==> src/rtl/cla8_arbiter_if.sv <==
// Request/response bundle between the requesting datapath units and the
// shared-adder arbiter. The arbiter is the slave; requesters and the response
// consumer together form the master side.
interface cla8_arbiter_if #(
    parameter int NREQ = 4,
    parameter int IDW  = 2
);
    logic [NREQ-1:0]   req_valid;
    logic [NREQ-1:0]   req_ready;
    logic [NREQ*8-1:0] req_a;
    logic [NREQ*8-1:0] req_b;
    logic              rsp_valid;
    logic [IDW-1:0]    rsp_id;
    logic [7:0]        rsp_sum;
    logic              rsp_cout;
    logic              rsp_ready;

    modport slave (
        input  req_valid, req_a, req_b, rsp_ready,
        output req_ready, rsp_valid, rsp_id, rsp_sum, rsp_cout
    );

    modport master (
        output req_valid, req_a, req_b, rsp_ready,
        input  req_ready, rsp_valid, rsp_id, rsp_sum, rsp_cout
    );
endinterface

==> src/rtl/cla8_arbiter.sv <==
// Round-robin arbiter sharing one 8-bit carry-lookahead adder between NREQ
// requesters. Operands of the granted requester are registered in front of
// the adder, so the response is visible the cycle after acceptance and a
// new request can load in the same cycle the old response retires.
//
// state | meaning
// IDLE  | no response pending
// RESP  | response held on rsp_* (rsp_valid = 1)

// 8-bit adder built from two 4-bit lookahead groups.
module CLA8 (
    input  logic [7:0] a_i,
    input  logic [7:0] b_i,
    input  logic       cin_i,
    output logic [7:0] sum_o,
    output logic       cout_o
);
    logic [7:0] g;
    logic [7:0] p;
    logic [8:0] c;

    // Generate/propagate terms and flattened lookahead carries per nibble.
    always_comb begin
        g = a_i & b_i;
        p = a_i ^ b_i;
        c = '0;
        c[0] = cin_i;
        c[1] = g[0] | (p[0] & c[0]);
        c[2] = g[1] | (p[1] & g[0]) | (p[1] & p[0] & c[0]);
        c[3] = g[2] | (p[2] & g[1]) | (p[2] & p[1] & g[0])
             | (p[2] & p[1] & p[0] & c[0]);
        c[4] = g[3] | (p[3] & g[2]) | (p[3] & p[2] & g[1])
             | (p[3] & p[2] & p[1] & g[0])
             | (p[3] & p[2] & p[1] & p[0] & c[0]);
        c[5] = g[4] | (p[4] & c[4]);
        c[6] = g[5] | (p[5] & g[4]) | (p[5] & p[4] & c[4]);
        c[7] = g[6] | (p[6] & g[5]) | (p[6] & p[5] & g[4])
             | (p[6] & p[5] & p[4] & c[4]);
        c[8] = g[7] | (p[7] & g[6]) | (p[7] & p[6] & g[5])
             | (p[7] & p[6] & p[5] & g[4])
             | (p[7] & p[6] & p[5] & p[4] & c[4]);
    end

    assign sum_o  = p ^ c[7:0];
    assign cout_o = c[8];
endmodule

module cla8_arbiter #(
    parameter int NREQ = 4,
    parameter int IDW  = 2
) (
    input  logic              clk,
    input  logic              rst,
    cla8_arbiter_if.slave     arb_if
);
    typedef enum logic {
        IDLE = 1'b0,
        RESP = 1'b1
    } state_t;

    state_t         state_q, state_d;
    logic [IDW-1:0] ptr_q, ptr_d;
    logic [IDW-1:0] id_q, id_d;
    logic [7:0]     opa_q, opa_d;
    logic [7:0]     opb_q, opb_d;

    logic [IDW-1:0] gnt;
    logic           any_valid;
    logic           acc;

    // Round-robin search: walk offsets from high to low so the smallest
    // offset from ptr_q that has a valid request is the one left in gnt.
    always_comb begin
        logic [IDW:0] idx_w;
        gnt   = '0;
        idx_w = '0;
        for (int k = NREQ - 1; k >= 0; k--) begin
            idx_w = {1'b0, ptr_q} + (IDW + 1)'(k);
            if (idx_w >= (IDW + 1)'(NREQ)) begin
                idx_w = idx_w - (IDW + 1)'(NREQ);
            end
            if (arb_if.req_valid[idx_w[IDW-1:0]]) begin
                gnt = idx_w[IDW-1:0];
            end
        end
    end

    assign any_valid = |arb_if.req_valid;
    assign acc       = ((state_q == IDLE) || arb_if.rsp_ready) && any_valid && !rst;

    // One-hot ready for the granted requester, only when the accept happens.
    always_comb begin
        arb_if.req_ready = '0;
        for (int i = 0; i < NREQ; i++) begin
            arb_if.req_ready[i] = acc && (gnt == IDW'(i));
        end
    end

    // Next values for operands, owner ID and pointer; only loaded on acc.
    always_comb begin
        logic [IDW:0] nxt_w;
        opa_d = arb_if.req_a[{gnt, 3'b000} +: 8];
        opb_d = arb_if.req_b[{gnt, 3'b000} +: 8];
        id_d  = gnt;
        nxt_w = {1'b0, gnt} + (IDW + 1)'(1);
        if (nxt_w == (IDW + 1)'(NREQ)) begin
            nxt_w = '0;
        end
        ptr_d = nxt_w[IDW-1:0];
    end

    // FSM next state: a new accept always lands in RESP; otherwise a
    // retiring response returns to IDLE and a stalled one holds.
    always_comb begin
        state_d = state_q;
        case (state_q)
            IDLE: if (acc) state_d = RESP;
            RESP: begin
                if (acc) begin
                    state_d = RESP;
                end else if (arb_if.rsp_ready) begin
                    state_d = IDLE;
                end
            end
            default: state_d = IDLE;
        endcase
    end

    // State and datapath registers; reset drops any pending response.
    always_ff @(posedge clk) begin
        if (rst) begin
            state_q <= IDLE;
            ptr_q   <= '0;
            id_q    <= '0;
            opa_q   <= '0;
            opb_q   <= '0;
        end else begin
            state_q <= state_d;
            if (acc) begin
                ptr_q <= ptr_d;
                id_q  <= id_d;
                opa_q <= opa_d;
                opb_q <= opb_d;
            end
        end
    end

    CLA8 u_cla8 (
        .a_i    (opa_q),
        .b_i    (opb_q),
        .cin_i  (1'b0),
        .sum_o  (arb_if.rsp_sum),
        .cout_o (arb_if.rsp_cout)
    );

    assign arb_if.rsp_valid = (state_q == RESP);
    assign arb_if.rsp_id    = id_q;
endmodule

==> src/flat_wrapper.sv <==
// flat-port wrapper written by rule: the top's interface ports become plain ports
module cla8_arbiter_flat 
#(
    parameter int NREQ = 4,
    parameter int IDW  = 2
)
  (clk, rst, arb_if_req_valid, arb_if_req_a, arb_if_req_b, arb_if_rsp_ready, arb_if_req_ready, arb_if_rsp_valid, arb_if_rsp_id, arb_if_rsp_sum, arb_if_rsp_cout);
  cla8_arbiter_if #(.NREQ(NREQ), .IDW(IDW)) arb_if_i ();
  input  logic clk;
  input  logic rst;
  input wire logic [$bits(arb_if_i.req_valid)-1:0] arb_if_req_valid;
  input wire logic [$bits(arb_if_i.req_a)-1:0] arb_if_req_a;
  input wire logic [$bits(arb_if_i.req_b)-1:0] arb_if_req_b;
  input wire logic [$bits(arb_if_i.rsp_ready)-1:0] arb_if_rsp_ready;
  output wire logic [$bits(arb_if_i.req_ready)-1:0] arb_if_req_ready;
  output wire logic [$bits(arb_if_i.rsp_valid)-1:0] arb_if_rsp_valid;
  output wire logic [$bits(arb_if_i.rsp_id)-1:0] arb_if_rsp_id;
  output wire logic [$bits(arb_if_i.rsp_sum)-1:0] arb_if_rsp_sum;
  output wire logic [$bits(arb_if_i.rsp_cout)-1:0] arb_if_rsp_cout;
  assign arb_if_i.req_valid = arb_if_req_valid;
  assign arb_if_i.req_a = arb_if_req_a;
  assign arb_if_i.req_b = arb_if_req_b;
  assign arb_if_i.rsp_ready = arb_if_rsp_ready;
  assign arb_if_req_ready = arb_if_i.req_ready;
  assign arb_if_rsp_valid = arb_if_i.rsp_valid;
  assign arb_if_rsp_id = arb_if_i.rsp_id;
  assign arb_if_rsp_sum = arb_if_i.rsp_sum;
  assign arb_if_rsp_cout = arb_if_i.rsp_cout;
  cla8_arbiter #(.NREQ(NREQ), .IDW(IDW)) u_core (.clk(clk), .rst(rst), .arb_if(arb_if_i));
endmodule
==> config.mk <==
export PLATFORM = sky130hd
export DESIGN_NAME = cla8_arbiter_flat
export DESIGN_NICKNAME = d
export VERILOG_FILES = /design/src/rtl/cla8_arbiter_if.sv /design/src/rtl/cla8_arbiter.sv /design/src/flat_wrapper.sv
export SDC_FILE = /design/constraint.sdc
export NUM_CORES = 1
export LEC_CHECK = 0
export ABC_AREA = 0
export BUFFER_PORTS_ARGS = -buffer_cell sky130_fd_sc_hd__buf_2
export CORE_MARGIN = 3
export CORE_UTILIZATION = 40
export DETAILED_ROUTE_END_ITERATION = 12
export GPL_TIMING_DRIVEN = 0
export PLACE_DENSITY = 0.76
export SYNTH_ARGS = -nofsm -noshare
export SYNTH_HDL_FRONTEND = slang
export SYNTH_SLANG_ARGS = --single-unit
==> constraint.sdc <==
create_clock -name clk -period 2 [get_ports clk]
set_input_delay 0.2 -clock clk [delete_from_list [all_inputs] [get_ports clk]]
set_output_delay 0.2 -clock clk [all_outputs]
set_load 0.01 [all_outputs]
# Word-level counts from Yosys, hierarchy flattened
# Index checks and enable logic that the tools add are counted.
# word_totals
in_bits,71
latchBits,0
romBits,0
n_memories,0
word_cells,103
register_bits,21
out_inout_bits,16
ram_bits,0
# op_classes
div,0
muxes,21
eq_ne,4
reduce_logical,10
add_sub_neg,8
magnitude_cmp,8
n_mul,0
bitwise_logic,45
shift,2
# op_table
op,n
32-bit by 6-bit variable part select with 8-bit output,2
1-bit AND,25
2-bit 2-to-1 mux,9
1-bit OR,16
8-bit bitwise XOR,2
2-bit by 3-bit less-than comparator with 1-bit output (second input constant),4
3-bit >= comparator (second input constant),3
8-bit AND,1
1-bit binary-select mux with 2-bit select,4
2-bit by 1-bit subtractor with 2-bit output (second input constant),4
1-bit 2-to-1 mux,7
2-bit by 1-bit adder with 3-bit output (second input constant),2
2-bit by 2-bit adder with 3-bit output (second input constant),2
1-bit logical AND,6
2-bit equality test (second input constant),2
4-bit OR reduction,1
3-bit equality test (second input constant),1
2-bit by 3-bit >= comparator with 1-bit output (second input constant),1
2-bit by 1-bit equality test with 1-bit output (second input constant),1
2-bit zero test,1
1-bit one-hot mux with 2 select lines,1
1-bit zero test,1
1-bit logical OR,1
1-bit inverter,1

# Depth between registers and ports, before layout
# logic_depth
depth_word,12
mapped_depth,8
ltp_nobuf,6

# By module
# From an unflattened synthesis, not the netlist that was laid out.
# unflattened
cells_unflattened,207
hier_area_um2,1826.8
# modules_own_cells
mod,cells_per_inst,area_each_um2,seq_area_each_um2,instances
cla8_arbiter,170,1514.0,420.4,1
CLA8,37,312.8,0.0,1

# Least setup slack after synthesis
# OpenSTA, ideal clock, no wires.
# synth_path
kind,reg2out
from,register u_core.opb_q[1]
to,output port arb_if_rsp_sum[5]
t_arrival_ps,1777
path_stages_with_launch,7
setup_slack_ps,23
path_buffers,0
required_time_ps,1800
cell_sequence,dfxtp_1 > ha_1 > a211oi_1 > nor2_1 > or2_2 > fa_1 > xor2_1
# synth_between
elab_chain_len,7
elab_cells_between_ends,10
cone_classes,bitwise (10)
# synth_lines
element,line,rtl
"start, declared",cla8_arbiter.sv:65,"logic [7:0] opb_q, opb_d;"
"start signal, assigned",cla8_arbiter.sv:143,opb_q <= opb_d;
8-bit AND or 8-bit bitwise XOR (tied branches),"cla8_arbiter.sv:24, cla8_arbiter.sv:25",
1-bit AND (on tied branches),n/a,
1-bit OR or 1-bit AND (tied branches),"cla8_arbiter.sv:32, cla8_arbiter.sv:33",
1-bit OR *,cla8_arbiter.sv:33,| (p[3] & p[2] & p[1] & g[0])
1-bit AND *,cla8_arbiter.sv:35,c[5] = g[4] | (p[4] & c[4]);
1-bit OR *,cla8_arbiter.sv:35,
8-bit bitwise XOR *,cla8_arbiter.sv:44,assign sum_o = p ^ c[7:0];
"end, declared",flat_wrapper.sv:18,output wire logic [$bits(arb_if_i.rsp_sum)-1:0] arb_if_rsp_sum;
# Every way passes the cells marked *; elsewhere a longest branch is shown, timed or not.

# Final worst setup path
# layout_path
from,register u_core.opb_q[1]
to,output port arb_if_rsp_sum[4]
# layout_between
elab_chain_len,5
elab_cells_between_ends,8
cone_classes,bitwise (8)
# layout_lines
element,line
8-bit AND or 8-bit bitwise XOR (tied branches),"cla8_arbiter.sv:24, cla8_arbiter.sv:25"
1-bit AND (on tied branches),n/a
1-bit OR or 1-bit AND (tied branches),"cla8_arbiter.sv:32, cla8_arbiter.sv:33"
1-bit OR *,cla8_arbiter.sv:33
8-bit bitwise XOR *,cla8_arbiter.sv:44
# Marked as above.

==> results.json <==
{
  "fp-row-count": 22,
  "required_ns": 1.80,
  "areaGrowthSynthToFinish_pct": 45.8,
  "crit_path_end_kind": "output port",
  "post-route-period-util_pct": 109,
  "dieWidth_um": 68.9,
  "p_int_mw": 1.03,
  "drv_slew": 0,
  "startpoint": "u_core.opb_q[1]$_SDFFE_PP0P_",
  "switchingPower_mw": 0.557,
  "min_period_ns": 2.18,
  "cts_tree": "done",
  "final_cells": 302,
  "fill_cells": 328,
  "regArea_um2": 430,
  "start_util_pct": 42.2,
  "synth.distinct_cells": 35,
  "synth_area_um2": 1580,
  "yosysSeqAreaShare_pct": 26.6,
  "yosysTopAreaCellShare_pct": 26.6,
  "hpwl_um": 3250,
  "p_leak_nw": 1.15,
  "synthCells": 158,
  "cts_num_sinks": 21,
  "worst_hold_slack_ns": 0.228,
  "totalWireLength_um": 4270,
  "synth_fp_nets": 240,
  "p_seq_share_pct": 34.0,
  "outcome": "finished with violations",
  "crit_path_top_delay_cell": "fa_2",
  "cp_top_family": "adder cells",
  "port_buffers": 86,
  "dieArea_um2": 4740,
  "cts_buffers": 3,
  "avgSynthCellArea_um2": 10.0,
  "ir_drop_mv": 0.473,
  "layout_common_cells": "85 x buf_2, 35 x mux2i_1, 17 x nand2_1, 17 x dfxtp_1, 9 x o221ai_1",
  "wl_per_cell_um": 14.1,
  "io_pins": 87,
  "dp.cells": 292,
  "root_buffer": "clkbuf_8",
  "vias": 1549,
  "drc": 0,
  "clk_pin_slew_worst_paths_ns": 0.08,
  "antenna_found_initial": 0,
  "path_cells": "ha_4 -> a211oi_2 -> nor2_2 -> or2_4 -> fa_2 -> buf_6",
  "fin_setup_tns_ns": -0.790,
  "max_freq_mhz": 459,
  "critPathMaxFanout": 3,
  "viasPerCell": 5.13,
  "postRouteAntennaNets": 0,
  "die_height_um": 68.9,
  "design_area_um2": 2300,
  "finalNetCount": 337,
  "relSlewSlack_pct": 76.6,
  "clock_skew_ns": 0.00160,
  "num_antenna_cells": 0,
  "final_common_cell": "buf_2",
  "crit_arrival_ns": 1.98,
  "synth_seq_cells": 21,
  "place_area_um2": 2070,
  "synth_warnings": 0,
  "hold_violations": 0,
  "timing.final.ws_setup_ns": -0.178,
  "core_area_um2": 3740,
  "overflow": 0,
  "yosys.area.top_type": "dfxtp_1",
  "reg2reg_from": "u_core.ptr_q[0]$_SDFFE_PP0P_",
  "violations": "setup timing",
  "p_clk_share_pct": 17.5,
  "slowest_delay_ns": 0.53,
  "critPathKind": "reg -> out",
  "setup_violations": 5,
  "first_iter_violations": 23,
  "switching_share_pct": 35.1,
  "first_global_vias": 1439,
  "worst_setup_path_start_kind": "flop",
  "multi_input_area_um2": 1150,
  "worst_pin_slew_ns": 0.348,
  "ctsHtreeMaxLevel": 1,
  "grt_pass1_wl_um": 6370,
  "hp-start": "arb_if_rsp_ready",
  "final_layout_size_suffix_gt1_share_pct": 54.3,
  "p_comb_share_pct": 48.5,
  "synthTopCellsByArea": "dfxtp_1 27%, mux2i_1 22%, ha_1 7.1%",
  "drtPass1Iterations": 4,
  "place.gp.congestion": 0.762,
  "cts_hold_buf": 0,
  "grt_max_degree": 20,
  "power.density_nw_per_um2": 689,
  "grt_usage_pct": 18.0,
  "rsz0062_at_grt": "true",
  "hold_path_class": "in -> reg",
  "clk-insertion-delay-late_ns": 0.26,
  "cts.path.max_buffers": 2,
  "cap_violations": 0,
  "crit_buf_inv": 1
}
[routing by layer]
metal  GRT usage (%)  routed length, um  part of all wire, %  up-vias
li1                -                  -                    -      776
met1            22.0               1720                   40      717
met2            33.1               2210                   52       52
met3            3.24                297                  7.0        4
met4            2.92                 43                  1.0        0
met5               0                  0                    0        -
[state kept, by name, summed over array words and instances (netlist names)]
name and cells:
u_core.arb_if.rsp_valid 1, u_core.arb_if.rsp_id 2, u_core.opa_q 8, u_core.opb_q 8, u_core.ptr_q 2
[cell usage after synthesis]
cell and n:
o21ai_0 2, buf_4 2, inv_1 7, nand2_1 17, nor2_1 9, and3_2 1, nand2_2 1, nor2b_4 1
or2_2 1, nor2_4 1, a2bb2oi_1 1, fa_1 2, nand2b_1 2, and2_2 1, nor3_2 1, o21bai_1 1
a21o_1 2, dfxtp_1 21, a21oi_1 4, nor3b_1 1, o41ai_1 1, nor2b_1 1, ha_1 9, nand3b_1 1
nand2b_2 1, nor4_2 1, buf_6 5, a211oi_1 4, xnor2_1 2, buf_12 1, buf_2 1, mux2i_1 35
o221ai_2 7, o221ai_1 9, xor2_1 2
[logic make-up (layout without fill, tap and decap cells)]
kind of cell	Yosys count	after routing	share of synthesized area [%]
AOI/OAI and AO/OA	31	31	18.0
adders and majority gates	11	11	9.66
xor gates and xnor gates	4	4	2.22
and+or+nand+nor	40	40	13.6
buffers and inverters	16	112	7.76
DFF	21	21	26.6
muxes	35	35	22.2
[cell type report]
cell class	count	share of cell area, %
Inverter	7	1.14
Tap cell	48	2.61
Sequential cell	21	18.7
Timing Repair Buffer	94	22.0
Clock buffer	4	1.96
Multi-Input combinational cell	121	49.9
Buffer	7	3.69
[worst reg2reg max path, stage by stage, from the launching register on]
cell and delay (ns):
dfxtp_1 0.35, inv_1 0.06, a21oi_1 0.14, a2bb2oi_1 0.20
buf_6 0.26, buf_6 0.22, mux2i_1 0.24, o221ai_1 0.16
[path summary, 6_finish.rpt]
kind / endpoint / slack [ns] / cells past startpoint
hold / removal: u_core.arb_if.rsp_valid$_SDFF_PP0_ / 0.23 / 3
hold reg to reg: u_core.opa_q[5]$_SDFFE_PP0P_ / 0.48 / 2
setup reg to reg: u_core.opb_q[0]$_SDFFE_PP0P_ / 0.23 / 7
setup / recovery: arb_if_rsp_sum[4] / -0.18 / 6
[timing repair]
action,in CTS,in global routing
gates resized for setup,15,18
buffers inserted,4,4
endpoints found under the setup margin,8,8
pin swaps,5,6
hold endpoints to repair,0,0
cloned,0,0
[through the flow]
stage | setup WS [ns] | utilization (%) | power, mW
floorplan | 0.0229 | - | 0.986
global placement | -0.136 | 55.3 | 1.20
detailed placement | -0.160 | 55.3 | 1.22
CTS | -0.235 | 59.1 | 1.56
global route | -0.270 | 61.5 | 1.70
finish | -0.178 | 61.5 | 1.59
[power groups by stage]
stage	combinational, mW	sequential, mW	clock (mW)
after floorplan	0.459	0.527	0
after global placement	0.666	0.535	0
after detailed placement	0.680	0.537	0
after CTS	0.739	0.534	0.287
after global routing	0.845	0.548	0.309
final	0.770	0.539	0.277
No activity file was read; power rests on OpenSTA's default activity.
